$ cat config.mk
export PLATFORM = sky130hd
export DESIGN_NAME = mcm_word_packer
export DESIGN_NICKNAME = d
export VERILOG_FILES = /design/src/rtl/mcm_word_packer.sv
export SDC_FILE = /design/constraint.sdc
export NUM_CORES = 1
export LEC_CHECK = 0
export BUFFER_PORTS_ARGS = -buffer_cell sky130_fd_sc_hd__buf_2
export CAP_MARGIN = 25
export CORE_AREA = 4 4 98 100
export DETAILED_ROUTE_END_ITERATION = 7
export DIE_AREA = 0 0 102 104
export GPL_TIMING_DRIVEN = 1
export PLACE_DENSITY = 0.74
export SLEW_MARGIN = 20
export SYNTH_ARGS = -nofsm -noshare
export SYNTH_HDL_FRONTEND = slang
export SYNTH_SLANG_ARGS = --single-unit
$ cat constraint.sdc
create_clock -name clk -period 4.1 [get_ports clk]
set_clock_uncertainty 0.15 [all_clocks]
set_input_delay 0.41 -clock clk [delete_from_list [all_inputs] [get_ports clk]]
set_output_delay 0.41 -clock clk [all_outputs]
set_load 0.05 [all_outputs]
$ cat src/rtl/mcm_word_packer.sv
// Reads one MCM packet out of the byte RAM after a done pulse and packs each byte
// triple into two 12-bit orbit words written to the distributor while no LCB is busy.
module mcm_word_packer #(
    parameter int unsigned BYTES     = 24,
    parameter logic [9:0]  BASE_ADDR = 10'd512,
    parameter logic [9:0]  ADDR_STEP = 10'd1,
    parameter int unsigned RD_LAT    = 2
) (
    input  logic        clk,
    input  logic        reset,
    input  logic        iDone,
    input  logic [7:0]  iData,
    output logic [7:0]  oRdAddr,
    output logic        oRdEn,
    input  logic        iBusy,
    output logic [11:0] oData,
    output logic [9:0]  oAddr,
    output logic        oWren,
    output logic        oActive,
    output logic        oOverrun
);

    typedef enum logic [2:0] {IDLE, RD, CAP, WAITF, WR0, WR1} state_t;

    localparam logic [7:0] LAST_N = 8'(BYTES);
    localparam logic [7:0] LAT    = 8'(RD_LAT);

    state_t     state, state_nxt;
    logic [7:0] n;
    logic [7:0] lat_cnt;
    logic [7:0] q_r;
    logic [7:0] b0, b1, b2;
    logic [1:0] slot;
    logic       second;
    logic [9:0] word_addr;
    logic       capture;
    logic       last_wr;

    // q is registered locally, so a byte is taken one cycle after it is valid on iData
    assign capture = (state == CAP) && (lat_cnt == LAT);
    assign last_wr = (state == WR1) && (n == LAST_N);

    assign oRdEn   = (state == RD);
    assign oRdAddr = n;
    assign oWren   = (state == WR0) || (state == WR1);
    assign oActive = (state != IDLE) && !last_wr;

    always_comb begin
        state_nxt = state;
        case (state)
            IDLE:    if (iDone) state_nxt = RD;
            RD:      state_nxt = CAP;
            CAP:     if (capture) state_nxt = (slot == 2'd2) ? WAITF : RD;
            WAITF:   if (!iBusy) state_nxt = second ? WR1 : WR0;
            WR0:     state_nxt = WAITF;
            WR1:     state_nxt = (n == LAST_N) ? IDLE : RD;
            default: state_nxt = IDLE;
        endcase
    end

    always_ff @(posedge clk or negedge reset) begin
        if (!reset) begin
            state     <= IDLE;
            n         <= '0;
            lat_cnt   <= '0;
            q_r       <= '0;
            b0        <= '0;
            b1        <= '0;
            b2        <= '0;
            slot      <= '0;
            second    <= 1'b0;
            word_addr <= BASE_ADDR;
            oData     <= '0;
            oAddr     <= '0;
            oOverrun  <= 1'b0;
        end else begin
            state    <= state_nxt;
            q_r      <= iData;
            // a done that lands while any packet work is pending (final WR1 included) is dropped
            oOverrun <= iDone && (state != IDLE);
            case (state)
                IDLE: begin
                    if (iDone) begin
                        n         <= '0;
                        slot      <= '0;
                        second    <= 1'b0;
                        word_addr <= BASE_ADDR;
                    end
                end
                RD: lat_cnt <= '0;
                CAP: begin
                    if (capture) begin
                        case (slot)
                            2'd0:    b0 <= q_r;
                            2'd1:    b1 <= q_r;
                            default: b2 <= q_r;
                        endcase
                        n    <= n + 8'd1;
                        slot <= (slot == 2'd2) ? 2'd0 : slot + 2'd1;
                    end else begin
                        lat_cnt <= lat_cnt + 8'd1;
                    end
                end
                WAITF: begin
                    if (!iBusy) begin
                        oAddr     <= word_addr;
                        word_addr <= word_addr + ADDR_STEP;
                        oData     <= second ? {b1[3:0], b2} : {b0, b1[7:4]};
                    end
                end
                WR0:     second <= 1'b1;
                WR1:     second <= 1'b0;
                default: ;
            endcase
        end
    end

endmodule

==> insert_results.sql <==
INSERT INTO impl_metrics (metric_group, metric, value, unit) VALUES
('setup_path', 'setup_cp_type', 'flop to output port', ''),
('flow_run', 'max_cap_violations', '0', ''),
('die', 'placeableCoreArea', '0.00868', 'mm^2'),
('sta', 'period_minus_slack', '2.92', 'ns'),
('final_layout', 'layout.nets', '406', ''),
('sta', 'fin_tns_setup', '0', 'ns'),
('routing', 'drt-pass1-iter-count', '4', ''),
('pwr', 'switching_share', '40.6', '%'),
('pwr', 'finalPower', '3140', 'uW'),
('grt', 'total_global_routing_track_utilization', '15.1', '%'),
('synthesis', 'syn_inst', '336', ''),
('synthesis', 'synthesis.area', '0.00383', 'mm^2'),
('pwr', 'net-switching-power', '1280', 'uW'),
('final_layout', 'fin_util', '51.5', '%'),
('pwr', 'seq_power_share', '43.1', '%'),
('min_path', 'min_path_type', 'input pin to flop', ''),
('clock_network', 'htree_num_levels', '3', ''),
('setup_path', 'critical_path_required', '3.54', 'ns'),
('routing', 'vias', '2635', ''),
('pwr', 'power.static_leakage', '0.00219', 'uW'),
('sta', 'maximum_clock_frequency', '342', 'MHz'),
('clock_network', 'clock_sinks', '87', ''),
('routing', 'post-route-drc-count', '0', ''),
('sta', 'worst_tran_pin_value', '0.748', 'ns'),
('synthesis', 'yosysUniqueCellTypes', '43', ''),
('die', 'floorplan.die.height', '104', 'um'),
('grt', 'grt_pass1_vias', '2727', ''),
('sta', 'setup_viol_count_final', '0', ''),
('final_layout', 'layout-area-overhead-vs-synth', '16.6', '%'),
('sta', 'maxSlewHeadroom', '50.1', '%'),
('synthesis', 'ys_ff_latch', '87', ''),
('die', 'initial_core_util', '44.2', '%'),
('die', 'die_x', '102', 'um'),
('setup_path', 'startpoint_type', 'flop', ''),
('clock_network', 'clock_latency_reported_for_the_late_side_of_the_worst_skew_pair', '0.36', 'ns'),
('grt', 'antenna_found_initial', '0', ''),
('placement', 'gp_congestion', '0.818', ''),
('grt', 'grt.overflow.total', '0', ''),
('final_layout', 'num_antenna_cells', '0', ''),
('clock_network', 'worst_setup_hold_path_clk_slew', '0.09', 'ns'),
('sta', 'number_of_pins_exceeding_their_max_slew_limit_in_the_final_report', '0', ''),
('routing', 'dr.first_iter.drc_count', '110', ''),
('setup_path', 'timing.critical_path.slowest_cell_delay', '0.43', 'ns'),
('clock_network', 'postCtsResizedCells', '0', ''),
('routing', 'final_antenna_net_count', '0', ''),
('sta', 'finalHoldViolCount', '0', ''),
('placement', 'place.detailed.hpwl', '5070', 'um'),
('clock_network', 'cts_tree', 'yes', ''),
('die', 'boundaryPins', '46', ''),
('synthesis', 'yosysWarnings', '0', ''),
('placement', 'numPortBuffers', '45', ''),
('setup_path', 'critical_path.endpoint_type', 'output port', ''),
('setup_path', 'critPathSlowestCell', 'sky130_fd_sc_hd__or4b_1', ''),
('setup_path', 'biggest_fanout_along_the_worst_timing_path', '4', ''),
('routing', 'detail_route.wl_per_cell', '14.9', 'um'),
('clock_network', 'cts_made_buffers', '9', ''),
('synthesis', 'yosys_most_used_dff', 'sky130_fd_sc_hd__dfrtp_1', ''),
('grt', 'grt_first_pass_wirelength', '13000', 'um'),
('clock_network', 'clock_tree.root_cell', 'sky130_fd_sc_hd__clkbuf_8', ''),
('final_layout', 'post_route_cells_drive_above_1_share', '24.4', '%'),
('synthesis', 'synth-seq-area-share', '56.8', '%'),
('synthesis', 'ys_async_sr_fraction', '100', '%'),
('setup_path', 'timing.critical_path.max_delay_family', 'simple AND/OR/NAND/NOR gates', ''),
('setup_path', 'crit_path_cell_trace', 'inv_1 -> ha_1 -> or4b_1 -> nor4b_1 -> a21oi_1 -> or2_1 -> buf_2', ''),
('outcome', 'status', 'finished, final reports clean', ''),
('pwr', 'share_clk_of_total_power', '19.8', '%'),
('pwr', 'pwr-share-comb', '37.1', '%'),
('sta', 'grt_setup_unrepaired', 'false', ''),
('grt', 'grt_start_max_net_pins', '51', ''),
('clock_network', 'cts.path.max_buffers', '2', ''),
('setup_path', 'cp.buffers_inverters', '2', ''),
('die', 'overall_die_area', '0.0106', 'mm^2'),
('pwr', 'p_int', '1870', 'uW'),
('routing', 'drt-vias-per-instance', '5.25', ''),
('pwr', 'cellPowerDensity', '703', 'mW/mm^2'),
('routing', 'wirelength', '7460', 'um'),
('synthesis', 'synthesis.area_per_instance', '11.4', 'um^2'),
('synthesis', 'synth_edf_count', '0', ''),
('pwr', 'worst_ir_drop_vdd', '0.425', 'mV'),
('die', 'row_count', '34', ''),
('synthesis', 'mappedNetlistNets', '353', ''),
('setup_path', 'worst_ep_arrival_time', '2.36', 'ns'),
('sta', 'post-route-period-util', '71.3', '%');
Yosys cell counts, drive strengths merged, types with 3 or more instances:
| cell type | number | area [um^2] |
|---|---|---|
| nor3 | 4 | 25.0 |
| nand3 | 11 | 60.1 |
| nor2b | 4 | 25.0 |
| o31ai | 3 | 22.5 |
| inv | 8 | 30.0 |
| mux2 | 24 | 330 |
| xor2 | 6 | 52.6 |
| nor4b | 3 | 41.3 |
| nand4 | 7 | 43.8 |
| or4b | 3 | 30.0 |
| ha | 5 | 62.6 |
| o21ai | 24 | 120 |
| buf | 5 | 35.0 |
| nand2 | 59 | 221 |
| a21oi | 10 | 50.1 |
| mux2i | 17 | 170 |
| dfrtp | 86 | 2150 |
| or3 | 6 | 37.5 |
| clkbuf | 11 | 41.3 |
| nor2 | 15 | 56.3 |
power groups by stage:
stage          clock [uW]  sequential, uW  combinational (uW)
2_1_floorplan           0            1570                 675
3_3_place_gp            0            1350                1130
3_5_place_dp            0            1370                1170
4_1_cts               635            1360                1170
5_1_grt               669            1400                1280
6_report              621            1360                1170
cells in the final DEF, fill, tap and decap left out, drive strengths merged, types with 3 or more instances in the layout:
master,netlist,final
nand2,59,59
or3,6,6
nor4b,3,3
nand3,11,11
nor3,4,4
dlygate4sd3,0,9
mux2,24,24
nor2,15,15
clkbuf,11,12
mux2i,17,17
xor2,6,6
or4b,3,3
nand4,7,7
buf,5,49
a21oi,10,10
dfrtp,86,86
o21ai,24,24
inv,8,9
nor2b,4,4
o31ai,3,3
ha,5,5
through the flow:
stage                     cells  hold WS [ns]  instance area (um^2)  worst slack, ns
after floorplan             336       -0.0356                  3830             1.47
after global placement      475         0.306                  4140             1.65
after detailed placement    476         0.271                  4170             1.57
after CTS                   500       0.00113                  4450             1.17
after global routing        502         0.149                  4470             1.01
final                       502         0.156                  4470             1.18
cell type report:
class	count	area, um^2
flip-flops and latches	87	2180
clock inverters	4	51.3
fillers	790	4210
multi-input cells	225	1550
clock buffers	12	155
repair buffers	58	365
inverters	8	30.0
well taps	108	135
path summary, 6_finish.rpt:
path	startpoint	to	slack (ns)	depth (start not counted)
worst max register to register	lat_cnt[0]	b1[6]	1.69	6
max in group asynchronous	reset	word_addr[9]	2.71	3
worst max-delay path	oRdAddr[1]	oActive	1.18	7
worst min-delay path	iDone	oOverrun	0.16	2
worst min register to register	oAddr[6]	oAddr[6]	0.32	2
min in group asynchronous	reset	slot[0]	0.42	2
routing by layer:
layer | GRT usage (%) | vias to the layer above | wire [um]
met5 | 0 | - | 0
met4 | 3.19 | 0 | 46
met3 | 4.49 | 5 | 331
li1 | - | 1277 | -
met2 | 24.6 | 45 | 3670
met1 | 20.0 | 1308 | 3410
sequential cells by signal, indices dropped and copies added (netlist names):
| register | cells |
|---|---|
| q_r | 8 |
| oData | 12 |
| oAddr | 10 |
| state | 3 |
| lat_cnt | 8 |
| b1 | 8 |
| oRdAddr | 8 |
| word_addr | 10 |
| b2 | 8 |
| slot | 2 |
| second | 1 |
| oOverrun | 1 |
| b0 | 8 |
repair_timing:
item,4_1_cts,5_1_grt
endpoints found under the hold margin,44,1
buffers inserted,0,0
hold buffers,8,1
cell families after synthesis:
group / share of synthesized area (%)
buffers and inverters: 2.78
and+or+nand+nor: 16.7
DFF: 56.8
xor gates and xnor gates: 1.83
AOI/OAI and AO/OA: 7.15
adders and majority gates: 1.63
muxes: 13.1
Note: power is estimated with default switching activity, not from simulation.
